## src/rtl/usr_pkg.sv

```systemverilog
// Shared definitions for the 5-bit universal shift register and its TX sequencer.
package usr_pkg;

  // Register mode select encoding
  localparam logic [1:0] SEL_HOLD = 2'b00;
  localparam logic [1:0] SEL_SHR  = 2'b01;
  localparam logic [1:0] SEL_SHL  = 2'b10;
  localparam logic [1:0] SEL_LOAD = 2'b11;

  typedef enum logic [1:0] {
    IDLE  = 2'd0,
    LOAD  = 2'd1,
    SHIFT = 2'd2,
    GAP   = 2'd3
  } state_t;

endpackage

```

## src/rtl/usr5_tx_ctrl.sv

```systemverilog
// TX sequencer: accepts a word, parallel-loads the shift register, shifts it
// out framed with start/end strobes, then holds for an idle gap.
module usr5_tx_ctrl
  import usr_pkg::*;
#(
  parameter int   WIDTH      = 5,
  parameter int   GAP_CYCLES = 2,
  parameter logic FILL       = 1'b0
) (
  input  logic             clk,
  input  logic             rst,
  input  logic             in_valid,
  output logic             in_ready,
  input  logic [WIDTH-1:0] in_data,
  input  logic             lsb_first,
  input  logic             abort,
  output logic [1:0]       sr_sel,
  output logic [WIDTH-1:0] sr_pi,
  output logic             sr_si,
  input  logic             sr_so,
  output logic             ser_data,
  output logic             ser_valid,
  output logic             frame_start,
  output logic             frame_end,
  output logic             busy,
  output logic             done
);

  localparam int CW = $clog2(WIDTH) + 1;
  localparam int GW = $clog2(GAP_CYCLES + 1) + 1;
  localparam logic [CW-1:0] CNT_LAST = CW'(WIDTH - 1);
  localparam logic [GW-1:0] GAP_LAST = GW'((GAP_CYCLES > 0) ? GAP_CYCLES - 1 : 0);

  state_t           state, nxt;
  logic [WIDTH-1:0] word;
  logic             dir;
  logic [CW-1:0]    cnt;
  logic [GW-1:0]    gcnt;
  logic             done_q;
  logic             accept;
  logic             last_bit;

  assign accept   = (state == IDLE) && in_valid && !abort;
  assign last_bit = (state == SHIFT) && (cnt == CNT_LAST);

  // State register
  always_ff @(posedge clk or posedge rst) begin
    if (rst) state <= IDLE;
    else     state <= nxt;
  end

  // Next state and register-control decode from the current state
  always_comb begin
    nxt         = state;
    in_ready    = 1'b0;
    sr_sel      = SEL_HOLD;
    sr_pi       = '0;
    sr_si       = FILL;
    ser_valid   = 1'b0;
    frame_start = 1'b0;
    frame_end   = 1'b0;
    case (state)
      IDLE: begin
        in_ready = 1'b1;
        if (accept) nxt = LOAD;
      end
      LOAD: begin
        sr_sel = SEL_LOAD;
        sr_pi  = word;
        nxt    = SHIFT;
      end
      SHIFT: begin
        sr_sel      = dir ? SEL_SHR : SEL_SHL;
        ser_valid   = 1'b1;
        frame_start = (cnt == '0);
        frame_end   = (cnt == CNT_LAST);
        if (cnt == CNT_LAST) nxt = (GAP_CYCLES == 0) ? IDLE : GAP;
      end
      GAP: begin
        if (gcnt == GAP_LAST) nxt = IDLE;
      end
      default: nxt = IDLE;
    endcase
    // Abort discards the in-flight word from any active state
    if (abort && state != IDLE) nxt = IDLE;
  end

  // Word capture, bit/gap counters and the done strobe
  always_ff @(posedge clk or posedge rst) begin
    if (rst) begin
      word   <= '0;
      dir    <= 1'b0;
      cnt    <= '0;
      gcnt   <= '0;
      done_q <= 1'b0;
    end else begin
      if (accept) begin
        word <= in_data;
        dir  <= lsb_first;
      end
      if (state == SHIFT) cnt <= cnt + 1'b1;
      else                cnt <= '0;
      // Saturate rather than wrap if GAP is held longer than expected
      if (state != GAP)          gcnt <= '0;
      else if (gcnt != GAP_LAST) gcnt <= gcnt + 1'b1;
      done_q <= last_bit && !abort;
    end
  end

  assign busy     = (state != IDLE);
  assign done     = done_q;
  assign ser_data = sr_so & ser_valid;

endmodule

```

## config.mk

```make
export PLATFORM = sky130hd
export DESIGN_NAME = usr5_tx_ctrl
export DESIGN_NICKNAME = d
export VERILOG_FILES = /design/src/rtl/usr_pkg.sv /design/src/rtl/usr5_tx_ctrl.sv
export SDC_FILE = /design/constraint.sdc
export NUM_CORES = 1
export LEC_CHECK = 0
export CAP_MARGIN = 15
export CORE_MARGIN = 2
export CORE_UTILIZATION = 32
export CTS_CLUSTER_DIAMETER = 200
export DETAILED_ROUTE_END_ITERATION = 7
export SYNTH_ARGS = -nofsm -noshare
export SYNTH_HDL_FRONTEND = slang
export SYNTH_SLANG_ARGS = --single-unit
```

## constraint.sdc

```tcl
create_clock -name clk -period 1.5 [get_ports clk]
set_input_delay 0.3 -clock clk [delete_from_list [all_inputs] [get_ports clk]]
set_output_delay 0.3 -clock clk [all_outputs]
set_load 0.01 [all_outputs]
```

* After elaboration in Yosys (flattened, before gate mapping) *
Index checks and enable logic that the tools add are counted.

word-level totals
  register bits = 16
  input port bits = 11
  output and inout port bits = 15
  logic and storage cells = 45

operators by class
  add/sub/neg operators = 2
  equal/unequal tests = 10
  multiplexer cells = 15
  bitwise operators = 1
  reductions and logical operators = 11

operators by type and width
  cell                                                  number
  two-way mux 2 bit                                     5
  one-hot mux 2 bit (4 select lines)                    1
  two-way mux 3 bit                                     2
  != test 3 bit (second input constant)                 2
  logical AND 1 bit                                     5
  two-way mux 5 bit                                     1
  adder 4 x 1 -> 4 bit (second input constant)          1
  equality test 2 bit (second input constant)           2
  equality test 4 x 3 -> 1 bit (second input constant)  1
  zero test 4 bit                                       1
  two-way mux 1 bit                                     4
  two-way mux 4 bit                                     1
  one-hot mux 2 bit (2 select lines)                    1
  nonzero test 2 bit                                    2
  adder 3 x 1 -> 3 bit (second input constant)          1
  equality test 3 x 1 -> 1 bit (second input constant)  1
  != test 3 x 1 -> 1 bit (second input constant)        1
  != test 3 x 2 -> 1 bit (second input constant)        1
  AND reduction 3 bit                                   1
  equality test 2 x 1 -> 1 bit (second input constant)  1
  zero test 2 bit                                       1
  != test 2 bit (second input constant)                 1
  AND 1 bit                                             1
  zero test 1 bit                                       1

* Logic depth before layout (Yosys ltp) *
  word-level depth = 6
  gate-level depth with buffers = 6
  mapped depth without buffers = 6

* Worst setup path before layout *
No wires, ideal clock.

  kind = register to output
  start = reg state[0]
  end = out sr_sel[1]
  arrival time = 1.222 ns
  data required time = 1.200 ns
  setup slack = -0.022 ns
  stages on the path, launching flop included = 6
  buffers on the path = 1
  cells stage by stage = dfrtp_1 > inv_1 > ha_1 > clkbuf_1 > nor2b_1 > o21a_1

between the ends
  word-level cells in the longest chain between the ends = 2
  elaborated cells on any way between the ends = 3
  those cells by class = eq/ne: 2; mux: 1

RTL lines
  item                                                                        line                text
  start: declaration                                                          usr5_tx_ctrl.sv:34  state_t state, nxt;
  start signal: assignment                                                    usr5_tx_ctrl.sv:49  else state <= nxt;
  equality test 2 bit / equality test 2 x 1 -> 1 bit (equally long branches)  usr5_tx_ctrl.sv:62  case (state)
  one-hot mux 2 bit (2 select lines) *                                        usr5_tx_ctrl.sv:62
  end: declaration                                                            usr5_tx_ctrl.sv:17  output logic [1:0] sr_sel,

Mark *: on every way between the ends. The rest lies on a longest branch, timed or not.

* Worst setup path after layout *
  start = reg state[1]
  end = out sr_sel[1]

Same word-level chain as after synthesis.

==> summary.md <==
| Metric | Value |
|---|---|
| Run status | `finished with violations` |
| Violated checks | `negative setup slack` |
| Port buffer count | `24` |
| Maximum clock rate | `573 MHz` |
| Vias in the first global route | `764` |
| Share of layout cells above drive strength 1 | `50.8%` |
| Top cells by area, synth | `dfrtp_1 (45%), ha_1 (11%), and2_1 (7.7%), mux2_2 (7.5%), inv_1 (2.9%)` |
| Mux cell area share after synthesis | `9.75%` |
| Syn nets | `100` |
| RR Startpoint | `state[1]` |
| Critical Path Max Stage Delay | `0.45 ns` |
| DR pass1 iterations | `3` |
| Worst Hold Class | `in -> async` |
| Worst Skew | `0.00275 ns` |
| Avg WL per Cell | `12.9 µm` |
| Area Growth Syn to Fin | `57.9%` |
| Mean Syn Cell Area | `11.1 µm²` |
| CTS root buf | `clkbuf_4` |
| Cells after Synth | `81` |
| Tot GR Track Use | `13.7%` |
| Drt drc | `0` |
| Routability cong. | `0.741` |
| CP required | `1.20 ns` |
| Slowest cell on crit path | `dfrtp_2` |
| Worst Hold Slack | `0.309 ns` |
| VDD IR-drop max | `0.962 mV` |
| Synth Area in Simple Gates | `18.4%` |
| H-tree depth | `1` |
| Cells after DPL | `145` |
| Non-filler cells, final | `155` |
| Number of synthesis warnings | `0` |
| Final setup viols | `13` |
| CP arrival | `1.45 ns` |
| Antenna Nets Post-Route | `0` |
| Cell taking the most area after synthesis | `dfrtp_1` |
| Tmin final | `1.75 ns` |
| Main combinational cell family by area after synthesis | `simple AND/OR/NAND/NOR gates` |
| Die W | `57.0 µm` |
| Maxcap violations | `0` |
| Clk buf depth | `2` |
| Pleak | `0.694 nW` |
| Total power | `2.54 mW` |
| Max FO, Critical Path | `8` |
| Cell Pwr Density | `1790 nW/µm²` |
| Adder-cell area share of the yosys netlist | `11.1%` |
| Die Y | `57.0 µm` |
| First-pass GRT wire length | `3380 µm` |
| Die ar. | `3250 µm²` |
| Post-route cell area | `1420 µm²` |
| Period utilisation layout | `116%` |
| Synth unique cells | `27` |
| Placed Area | `1250 µm²` |
| CP bufs+invs | `2` |
| CTS tree | `yes` |
| CTS Hold Buffers Added | `0` |
| Ant diodes | `0` |
| Crit. End Element | `output port` |
| Initial antenna violation count | `0` |
| Largest net degree at the start of global routing | `17` |
| Fill cells | `263` |
| I/O pins | `26` |
| CP cell instances | `ha_4 > buf_6 > nor2b_4 > o21a_1 > buf_2` |
| Async SR Flop Fraction | `100%` |
| GR Overflow Total | `0` |
| Nets@finish | `145` |
| Vias per cell | `4.62` |
| Via Count | `716` |
| Sequential-to-total area share from yosys stat | `44.6%` |
| Clock transition at path regs | `0.09 ns` |
| Number of flops mapped to enable cells by yosys | `0` |
| Initial drt markers | `17` |
| RSZ-0062 raised after global routing | `yes` |
| Worst skew pair latency | `0.28 ns` |
| Fin util | `52.4%` |
| WS Path Type | `reg -> out` |
| Post-synth top area share | `44.6%` |
| Delay-heaviest family, CP | `flip-flops` |
| Setup WS post-layout | `-0.247 ns` |
| Detailed-placement wirelength estimate | `1380 µm` |
| Post-synthesis cell area | `898 µm²` |
| WL final | `2010 µm` |
| CTS Sinks | `16` |
| Slew Limit Fails | `0` |
| CP Launch Point | `state[1]` |
| Setup crit start kind | `flop` |
| Dominant synthesized flop cell | `dfrtp_1` |
| Site Rows | `19` |
| Starting Density | `33.1%` |
| Synth Area in Compound Gates | `8.22%` |
| Post-Synth XOR/XNOR Area | `2.92%` |
| Cts bufs inserted | `3` |
| Final hold vios | `0` |
| #FFs+latches synth | `16` |
| Core Area | `2710 µm²` |
[worst paths after layout]
| kind | end | slack, ns | depth (start not counted) |
|---|---|---|---|
| min reg2reg | word[1] | 0.52 | 1 |
| max | sr_sel[1] | -0.25 | 5 |
| max reg2reg | state[1] | -0.20 | 8 |
| min | state[0] | 0.31 | 3 |
| max in group asynchronous | state[1] | 1.00 | 3 |
| min in group clk | word[1] | 0.52 | 1 |
[worst min-delay path: stages]
cell	delay (ns)
clkdlybuf4s50_1	0.39
inv_1	0.05
buf_4	0.22
[cell families (layout without fill, tap and decap cells)]
| kind of cell | count (synthesis) | count (layout) |
|---|---|---|
| AND/OR/NAND/NOR | 25 | 25 |
| flip-flops | 16 | 16 |
| AO/OA/AOI/OAI | 10 | 10 |
| buffers and inverters | 10 | 53 |
| adder cells (fa/ha/maj) | 8 | 8 |
| multiplexers | 8 | 8 |
| XOR/XNOR | 3 | 3 |
| other | 1 | 1 |
[layout make-up]
class	instances	area [µm²]	share of cell area, %
Timing Repair Buffer	42	389	27.4
Tap cell	31	38.8	2.73
Inverter	8	32.5	2.29
Clock buffer	3	22.5	1.59
Sequential cell	16	402	28.3
Multi-Input combinational cell	55	534	37.7
[Yosys cell counts (all sizes together), types with 2 or more instances]
master,number
nor2b,5
o21a,2
nand2,2
a21oi,4
nand3,2
inv,8
nand2b,2
dfrtp,16
o21ai,2
ha,8
and2,11
mux2,6
mux2i,2
xor2,2
nor2,2
[metal layers]
metal | part of all wire, % | GRT usage (%)
met3 | 6.3 | 3.85
met5 | 0 | 0
met1 | 40 | 16.5
met4 | 0.95 | 5.98
met2 | 52 | 23.0
[cell usage in the layout, fill, tap and decap left out, types with 2 or more instances in the layout]
cell type        netlist  routed
ha_1                   8       4
nor2b_4                1       2
nor2b_1                4       2
clkdlybuf4s50_1        0      11
xor2_1                 2       2
o21a_1                 2       2
dfrtp_1               16      15
and2_4                 0       5
inv_2                  1       3
o21ai_0                2       2
mux2_2                 6       6
buf_6                  0      15
ha_4                   0       3
inv_1                  7       4
a21oi_1                3       3
buf_4                  1      12
and2_1                11       6
nor2_1                 2       2
clkbuf_4               0       3
buf_2                  0       4
mux2i_1                2       2
nand2b_4               1       2
nand2_1                2       2
[per-stage QoR]
stage	setup TNS, ns	setup slack (ns)
after CTS	-2.07	-0.256
after global placement	-3.42	-0.319
after floorplan	0	0.0413
after detailed placement	-3.77	-0.345
final	-1.89	-0.247
after global routing	-2.87	-0.306
[sequential cells by signal, summed over array words and instances, names as in the netlist]
signal,cells
gcnt,3
cnt,4
state,2
done,1
word,5
dir,1
[repair_timing]
action	CTS	global route
buffers inserted	4	4
pin swaps	8	5
endpoints found under the setup margin	15	15
resized for setup	68	21
[power breakdown]
group          total, mW  leakage, nW  switching, mW  internal, mW
Clock              0.223       0.0138          0.130        0.0932
Sequential         0.685        0.205          0.108         0.577
Combinational       1.63        0.476          0.659         0.972
No activity file was read; power rests on OpenSTA's default activity.
